File: src/rtl/cache_meta_ctrl.sv
// cache_meta_ctrl: 2-way set-associative metadata controller (hit/miss, shared LRU, 8-word fill); define CACHE_STATS_EN for hit/miss counters.
module cache_meta_ctrl #(
  parameter int NUM_SETS      = 64,
  parameter int WORDS_PER_BLK = 8
) (
  input  logic                      clk,
  input  logic                      rst,
  input  logic                      req_valid,
  input  logic [15:0]               req_addr,
  output logic                      req_done,
  output logic                      req_way,
  output logic                      busy,
  output logic [2*NUM_SETS-1:0]     meta_block_en,
  output logic                      meta_write,
  output logic [7:0]                meta_data_in,
  input  logic [7:0]                meta_dout_w0,
  input  logic [7:0]                meta_dout_w1,
  output logic                      mem_rd,
  output logic [15:0]               mem_addr,
  input  logic                      mem_rvalid,
  output logic                      data_wen,
  output logic                      data_way,
  output logic [WORDS_PER_BLK-1:0]  data_word_sel
`ifdef CACHE_STATS_EN
  ,
  output logic [15:0]               stat_hits,
  output logic [15:0]               stat_misses
`endif
);
  localparam int IW = $clog2(NUM_SETS);
  localparam int WW = $clog2(WORDS_PER_BLK);
  localparam int EW = 2 * NUM_SETS;
  typedef enum logic [2:0] {IDLE, LOOKUP, UPDATE, FILL, INSTALL} state_t;
  state_t state;
  logic [5:0] tag;
  logic [IW-1:0] idx;
  logic hit_way, victim, retry;
  logic [WW-1:0] ret_cnt;
  logic hit0, hit1, last_ret;
  logic unused_ok;
  function automatic logic [EW-1:0] blk(input logic w, input logic [IW-1:0] i);
    return EW'(1) << (int'(i) + (w ? NUM_SETS : 0));
  endfunction
  assign hit0 = meta_dout_w0[1] && meta_dout_w0[7:2] == tag;
  assign hit1 = meta_dout_w1[1] && meta_dout_w1[7:2] == tag;
  assign last_ret = ret_cnt == WW'(WORDS_PER_BLK - 1);
  assign busy = state != IDLE;
  assign req_done = state == UPDATE && req_valid;
  assign req_way = hit_way;
  assign data_wen = state == FILL && mem_rvalid;
  assign data_way = victim;
  assign data_word_sel = data_wen ? WORDS_PER_BLK'(1) << ret_cnt : '0;
  // The LRU cell is shared by both ways, so way1's copy carries no extra information.
  assign unused_ok = ^{req_addr[3:0], meta_dout_w1[0]};
  always_ff @(posedge clk) begin
    if (rst) begin
      state <= IDLE;
      tag <= '0;
      idx <= '0;
      hit_way <= 1'b0;
      victim <= 1'b0;
      retry <= 1'b0;
      ret_cnt <= '0;
      meta_block_en <= '0;
      meta_write <= 1'b0;
      meta_data_in <= '0;
      mem_rd <= 1'b0;
      mem_addr <= '0;
`ifdef CACHE_STATS_EN
      stat_hits <= '0;
      stat_misses <= '0;
`endif
    end else begin
      case (state)
        IDLE: if (req_valid) begin
          tag <= req_addr[15:10];
          idx <= req_addr[4+:IW];
          retry <= 1'b0;
          meta_block_en <= blk(1'b0, req_addr[4+:IW]) | blk(1'b1, req_addr[4+:IW]);
          state <= LOOKUP;
        end
        LOOKUP: if (hit0 || hit1) begin
          // Way0 wins if both ways (illegally) match.
          hit_way <= !hit0;
          meta_write <= 1'b1;
          meta_block_en <= blk(!hit0, idx);
          meta_data_in <= {tag, 1'b1, hit0};
          state <= UPDATE;
`ifdef CACHE_STATS_EN
          if (!retry && stat_hits != 16'hFFFF) stat_hits <= stat_hits + 16'd1;
`endif
        end else begin
          victim <= meta_dout_w0[0];
          meta_block_en <= '0;
          mem_rd <= 1'b1;
          mem_addr <= {tag, idx, WW'(0), 1'b0};
          ret_cnt <= '0;
          state <= FILL;
`ifdef CACHE_STATS_EN
          if (stat_misses != 16'hFFFF) stat_misses <= stat_misses + 16'd1;
`endif
        end
        UPDATE: begin
          meta_write <= 1'b0;
          meta_block_en <= '0;
          state <= IDLE;
        end
        FILL: begin
          if (mem_rd) begin
            mem_rd <= mem_addr[1+:WW] != WW'(WORDS_PER_BLK - 1);
            mem_addr[1+:WW] <= mem_addr[1+:WW] + WW'(1);
          end
          if (mem_rvalid) begin
            ret_cnt <= ret_cnt + WW'(1);
            if (last_ret) begin
              meta_write <= 1'b1;
              meta_block_en <= blk(victim, idx);
              meta_data_in <= {tag, 1'b1, !victim};
              state <= INSTALL;
            end
          end
        end
        INSTALL: begin
          meta_write <= 1'b0;
          meta_block_en <= blk(1'b0, idx) | blk(1'b1, idx);
          retry <= 1'b1;
          state <= LOOKUP;
        end
        default: state <= IDLE;
      endcase
    end
  end
endmodule

File: config.mk
export PLATFORM = sky130hd
export DESIGN_NAME = cache_meta_ctrl
export DESIGN_NICKNAME = d
export VERILOG_FILES = /design/src/rtl/cache_meta_ctrl.sv
export SDC_FILE = /design/constraint.sdc
export NUM_CORES = 1
export LEC_CHECK = 0
export BUFFER_PORTS_ARGS = -buffer_cell sky130_fd_sc_hd__clkbuf_2
export CAP_MARGIN = 10
export CORE_ASPECT_RATIO = 1.2
export CORE_MARGIN = 4
export CORE_UTILIZATION = 29
export CTS_CLUSTER_DIAMETER = 50
export DETAILED_ROUTE_END_ITERATION = 7
export SETUP_SLACK_MARGIN = 0.4
export SLEW_MARGIN = 15
export SYNTH_ARGS = -nofsm -noshare
export SYNTH_HDL_FRONTEND = slang
export SYNTH_SLANG_ARGS = --single-unit
File: constraint.sdc
create_clock -name clk -period 1.7 [get_ports clk]
set_input_delay 0.17 -clock clk [delete_from_list [all_inputs] [get_ports clk]]
set_output_delay 0.17 -clock clk [all_outputs]
set_load 0.05 [all_outputs]
==> results of run 1 <==
==> through the flow <==
step	power, mW	instance area (µm²)	util	std cells
after global routing	13.2	13500	0.491	1720
after detailed placement	8.23	10700	0.391	1637
after global placement	8.21	10700	0.391	1637
after floorplan	7.16	8700	-	1031
after CTS	12.3	12200	0.444	1692
final	12.7	13500	0.491	1720
==> critical path, delay by kind of cell, from the launching register on <==
family / cells / cell delay (ns)
DFF: 1 / 0.36
buffers and inverters: 2 / 0.36
xor gates and xnor gates: 1 / 0.11
AOI/OAI and AO/OA: 2 / 0.58
and+or+nand+nor: 3 / 0.47
==> synthesized netlist by cell type (7+ instances only) <==
library cell / number
buf_1: 10
nor3_2: 19
nand2b_1: 7
a211oi_1: 39
mux2i_1: 8
a211oi_2: 27
nand3_1: 16
o21ai_0: 25
buf_4: 9
and3_1: 8
nand2_1: 142
clkbuf_1: 44
dfxtp_1: 173
nor2_1: 156
buf_6: 10
nor3_1: 118
a21oi_1: 131
buf_2: 13
ha_1: 8
xnor2_1: 9
==> routing by layer <==
metal	vias to the layer above	GRT usage	share of wire
li1	4193	-	-
met1	4216	0.244	0.40
met2	368	0.318	0.50
met3	70	0.0421	0.074
met4	2	0.0670	0.030
met5	-	0	0.00024
==> cells by family after synthesis <==
kind of cell / synth area share
simple gates: 0.283
compound gates: 0.193
flops: 0.426
buf+inv: 0.0620
xor+xnor: 0.0140
fa+ha+maj: 0.0123
mux: 0.00984
other cells: 0.000461
==> layout make-up <==
cell class / instances / area, µm²
clock buffers: 22 / 464
inverters: 9 / 42.5
clock inverters: 10 / 105
fillers: 2558 / 14000
well taps: 374 / 468
flip-flops and latches: 173 / 3500
repair buffers: 371 / 3260
multi-input cells: 761 / 5620
==> state kept, by name (all words and copies together) (netlist names) <==
signal / flops
data_way: 1
mem_addr: 15
idx: 6
state: 3
ret_cnt: 3
tag: 6
meta_data_in: 8
mem_rd: 1
req_way: 1
meta_block_en: 128
meta_write: 1
==> power breakdown <==
group,switching [mW],internal [mW]
Combinational,2.80,1.45
Clock,1.75,2.12
Sequential,0.233,4.37
==> final timing paths <==
path	to	slack, ns
worst max-delay path	meta_block_en[76]	-0.27
worst min-delay path	idx[5]	0.08
worst max register to register	meta_block_en[76]	-0.27
worst min register to register	mem_addr[6]	0.46
==> what timing repair did <==
| item | CTS | global route |
|---|---|---|
| cloned | 3 | 13 |
| gates resized for setup | 139 | 271 |
| hold endpoints to repair | 7 | 0 |
| endpoints found under the setup margin | 200 | 231 |
| pin swaps | 23 | 60 |
| buffers inserted | 13 | 15 |
| hold buffers | 7 | 0 |
==> results by group, run 1 <==
Run status
  – Status: finished with violations
  – Failing checks: setup timing

STA
  – Worst-Margin Slew: 0.664 ns
  – RSZ-0062 raised after global routing: true
  – Final setup fails: approximately 170
  – Clk_skew: about 0.012 ns
  – Final Worst Setup Slack: -0.268 ns
  – WHS: 0.0784 ns
  – Max-slew headroom: 0.557
  – Hold Violations, Final: 0
  – Tmin final: 1.97 ns
  – Slew Limit Fails: 0
  – FMAX: 508 MHz
  – Final Cycle Share: 1.16
  – Final setup TNS: -30.18 ns

Synthesis
  – Register area share after synthesis: 0.426
  – Average size of a mapped cell: 7.89 µm²
  – Synth cell types: 52
  – Mapped Area: 8140 µm²
  – Syn Inst Count: roughly 1,000
  – Async SR Flop Fraction: 0
  – EDFF count, synth: 0
  – Top FF cell, synth: dfxtp_1
  – Post-synth top area share: 0.426
  – Ranking of synthesized cells by area: dfxtp_1 43%, a21oi_1 8.1%, nor3_1 7.3%, nor2_1 7.2%, nand2_1 6.6%
  – Post-synth top area cell: dfxtp_1
  – Ys Warns: 0
  – Seq cells post-synth: 173
  – Syn nets: about 1,100

Setup path
  – Reg2Reg Depth: 8
  – Worst path max stage delay: 0.36 ns
  – Startpoint Class: flop
  – Critical path type: flop to flop
  – CP max-delay cell: dfxtp_4
  – Cells along the critical path: buf_6, xnor2_2, nand4_1, nor4_4, a31o_4, clkbuf_16, nand2_2, a211oi_2
  – Required @ worst endpoint: 2.06 ns
  – CP endpoint kind: flop
  – R2r startpoint: tag[5]
  – CP max FO: 13
  – CP startpoint: tag[5]
  – Critical Path AT: approximately 2.3 ns

Detailed routing
  – Via count: 8,849
  – Post-route ant nets: 0
  – DRC marker count from the first detailed-route iteration: 772
  – DR pass1 iterations: 7
  – Drt total wl: around 33 mm
  – Via-to-Cell Ratio: 5.14
  – Remaining DRCs: 0
  – Wirelength per Cell: between 15 and 20 µm

Place
  – PortBufs: 196
  – RePlAce Congestion: a little under 0.9
  – Worst slack at placement: -0.229 ns
  – Post-DP HPWL: 21.8 mm

Worst hold path
  – Worst Hold Class: primary input to flop
  – Hold path start: req_addr[9]
  – WHS Path Cells: 3

Floorplanning
  – Num rows: 66
  – Starting Density: 0.297
  – Die outline area: roughly 31,000 µm²
  – # IOs: 203
  – Core area: 27,400 µm²
  – Die width: 161 µm
  – Die Height: ~190 µm

Final layout
  – Most frequent cells in the layout: 161 x dfxtp_1, 137 x clkbuf_2, 135 x nor2_1, 104 x buf_4, 88 x nor3_1
  – Layout cell share with drive strength beyond 1: 0.543
  – Antenna Cells: 0
  – Commonest non-fill, non-tap cell in the layout: dfxtp_1
  – Net count, final: 1,377
  – P&R area growth vs syn: 65.4%

Clocking
  – Cts bufs inserted: 17
  – Sink Count: about 170
  – Clock root buffer master: clkbuf_16
  – CTS clock-pin slew for the worst setup and hold paths: ~0.070 ns
  – Worst skew pair latency: about 0.44 ns
  – H-tree levels: 4
  – CTS tree: built
  – Max clock buf depth: 2

Global routing
  – Largest net degree at the start of global routing: 42
  – Vias in the first global route: 8,294
  – Initial antenna violation count: 1
  – GRT overflow: 0
  – First-pass GRT wire length: roughly 46 mm
  – GRT Total Usage: 0.191

Pwr
  – Pleak: 5.56 nW
  – Peak VDD IR: 0.631 mV
  – PD cells: 944 nW/µm²

Run
  – Max-cap viol count: 0
No activity file was read; power rests on OpenSTA's default activity.
==> run 2: changes to the inputs <==
--- a/config.mk
+++ b/config.mk
@@ -10,6 +10,7 @@
 export CORE_ASPECT_RATIO = 1.2
 export CORE_MARGIN = 4
 export CORE_UTILIZATION = 29
+export CTS_BUF_LIST = sky130_fd_sc_hd__clkbuf_4 sky130_fd_sc_hd__clkbuf_8
 export CTS_CLUSTER_DIAMETER = 50
 export DETAILED_ROUTE_END_ITERATION = 7
 export SETUP_SLACK_MARGIN = 0.4
==> run 2 against run 1 <==
  * The run still ends with setup timing left
  * Via count is 6.8% higher
  * Fmax fell by 4.9%
  * Sequential power rose by 1%
  * Die area unchanged
  * Sequential share of layout area is 3.3 points lower
  * First-iteration DRC count shrank 3.4%
  * Utilization rose by 7.3 points
  * Clock-buffer cell count is the same
  * Non-clock buffer count up 46
  * Global-route usage is 1.5 points higher
  * Worst hold slack better by 0.020 ns
  * Total power increased by 1.7%
==> results by group, run 2 (synthesized netlist as in run 1, its figures left out) <==
STA
  – RSZ-0062 raised after global routing: true
  – Final Worst Setup Slack: -0.370 ns
  – Final setup TNS: -37.92 ns
  – Final setup fails: 167
  – Hold Violations, Final: 0
  – Max-slew headroom: 0.497
  – FMAX: 483 MHz
  – Clk_skew: 0.0235 ns
  – Slew Limit Fails: 0
  – Final Cycle Share: 1.22
  – Tmin final: 2.07 ns
  – Worst-Margin Slew: 0.755 ns

Setup path
  – Critical path type: flop to flop
  – R2r startpoint: tag[5]
  – Critical Path AT: 2.47 ns
  – Required @ worst endpoint: 2.10 ns
  – Reg2Reg Depth: 10
  – CP max FO: 7
  – CP endpoint kind: flop
  – Startpoint Class: flop
  – R2R Setup Slk: -0.37 ns
  – FF-to-FF End: meta_block_en[29]

Final layout
  – Biggest register: meta_block_en
  – Largest registers: meta_block_en (128), mem_addr (15), meta_data_in (8)
  – Net count, final: around 1,400
  – Commonest non-fill, non-tap cell in the layout: clkbuf_2
  – Fin util: 0.564
  – Antenna Cells: 0
  – Post-route cell area: 15,500 µm²
  – Layout cell share with drive strength beyond 1: 0.676
  – Max reg flops: 128
  – P&R area growth vs syn: 90.1%
  – Most frequent cells in the layout: 155 x clkbuf_2, 151 x dfxtp_1, 104 x buf_4, 90 x a21oi_2, 84 x nor2_1

Clocking
  – H-tree levels: 4
  – Max clock buf depth: 2
  – Worst skew pair latency: around 0.49 ns
  – Sink Count: 173
  – CTS tree: built
  – Cts bufs inserted: 17
  – Clock root buffer master: clkbuf_8
  – CTS clock-pin slew for the worst setup and hold paths: 0.10 ns

Floorplanning
  – Die Height: 191 µm
  – Starting Density: 0.297
  – # IOs: 203
  – Die width: roughly 160 µm
  – Num rows: 66
  – Core area: 27,400 µm²
  – Die outline area: 30,800 µm²

Pwr
  – Final Power: 12.9 mW
  – Pleak: ~6.4 nW
  – Peak VDD IR: 0.508 mV
  – PD cells: about 840 nW/µm²

Run
  – Max-cap viol count: 0

Global routing
  – Initial antenna violation count: 1
  – GRT overflow: 0
  – Vias in the first global route: about 8,800
  – Largest net degree at the start of global routing: 42
  – First-pass GRT wire length: around 50 mm
  – GRT Total Usage: 0.206

Worst hold path
  – Hold path start: req_addr[6]
  – WHS Path Cells: 3
  – Worst Hold Endpoint: idx[2]
  – Worst Hold Class: primary input to flop

Place
  – RePlAce Congestion: between 0.8 and 0.9
  – Worst slack at placement: -0.229 ns
  – PortBufs: 196
  – Post-DP HPWL: 21.8 mm
  – Post-DP Area: around 11,000 µm²

Detailed routing
  – Via count: 9,450
  – Wirelength per Cell: 20.7 µm
  – Remaining DRCs: 0
  – Drt total wl: 36.6 mm
  – DR pass1 iterations: 5
  – Post-route ant nets: 0
  – DRC marker count from the first detailed-route iteration: 746
  – Via-to-Cell Ratio: about 5.4

Run status
  – Status: finished with violations
  – Failing checks: setup timing
[run 2: cell count changes in the layout (fill, tap and decap cells not counted), sizes merged]
cell / delta
dlygate4sd3: +1
clkbuf: +2
buf: +43
[run 2: power by group]
part / switching (mW) / internal (mW)
clock network: 1.65 / 1.31
registers: 0.291 / 4.37
logic: 3.26 / 2.05
[run 2: per-layer routing]
| layer | part of all wire | global-route usage | wire length [µm] |
|---|---|---|---|
| met5 | 0.00035 | 0 | 13 |
| met4 | 0.050 | 0.0919 | 1820 |
| met3 | 0.066 | 0.0433 | 2430 |
| met2 | 0.50 | 0.345 | 18300 |
| met1 | 0.38 | 0.255 | 14100 |
[run 2: area by class of cell]
type	instances	area, µm²
Fill cell	2236	12000
Multi-Input combinational cell	761	6760
Clock buffer	22	284
Clock inverter	10	105
Tap cell	374	468
Inverter	9	45.0
Timing Repair Buffer	417	4290
Sequential cell	173	3510
[run 2: worst max path at each step]
| stage | startpoint | to |
|---|---|---|
| final | tag[5] | meta_block_en[29] |
| after global routing | tag[5] | meta_block_en[29] |
| after CTS | state[2] | data_word_sel[2] |
| after detailed placement | ret_cnt[0] | meta_block_en[82] |
| after global placement | ret_cnt[0] | meta_block_en[82] |
| after floorplan | tag[4] | meta_block_en[75] |
[run 2: stage by stage]
stage,hold WS (ns),instances
floorplan,0.296,1031
global placement,0.387,1637
detailed placement,0.387,1637
CTS,0.0686,1732
global route,0.0937,1766
finish,0.0986,1766
[run 2: what timing repair did]
item	CTS	global route
endpoints found under the hold margin	8	0
endpoints found under the setup margin	321	335
hold buffers	8	0
gates resized for setup	251	522
buffers inserted	37	23
pin swaps	88	117
cloned	18	11
[run 2: worst max-delay path: stages, from the launching register on]
cell and delay [ns]:
dfxtp_4 0.37, xnor2_2 0.12, nand4_1 0.14, or3_4 0.38
o221ai_4 0.17, buf_12 0.19, buf_12 0.14, buf_16 0.13
buf_6 0.09, a21oi_2 0.05, nor3_1 0.18
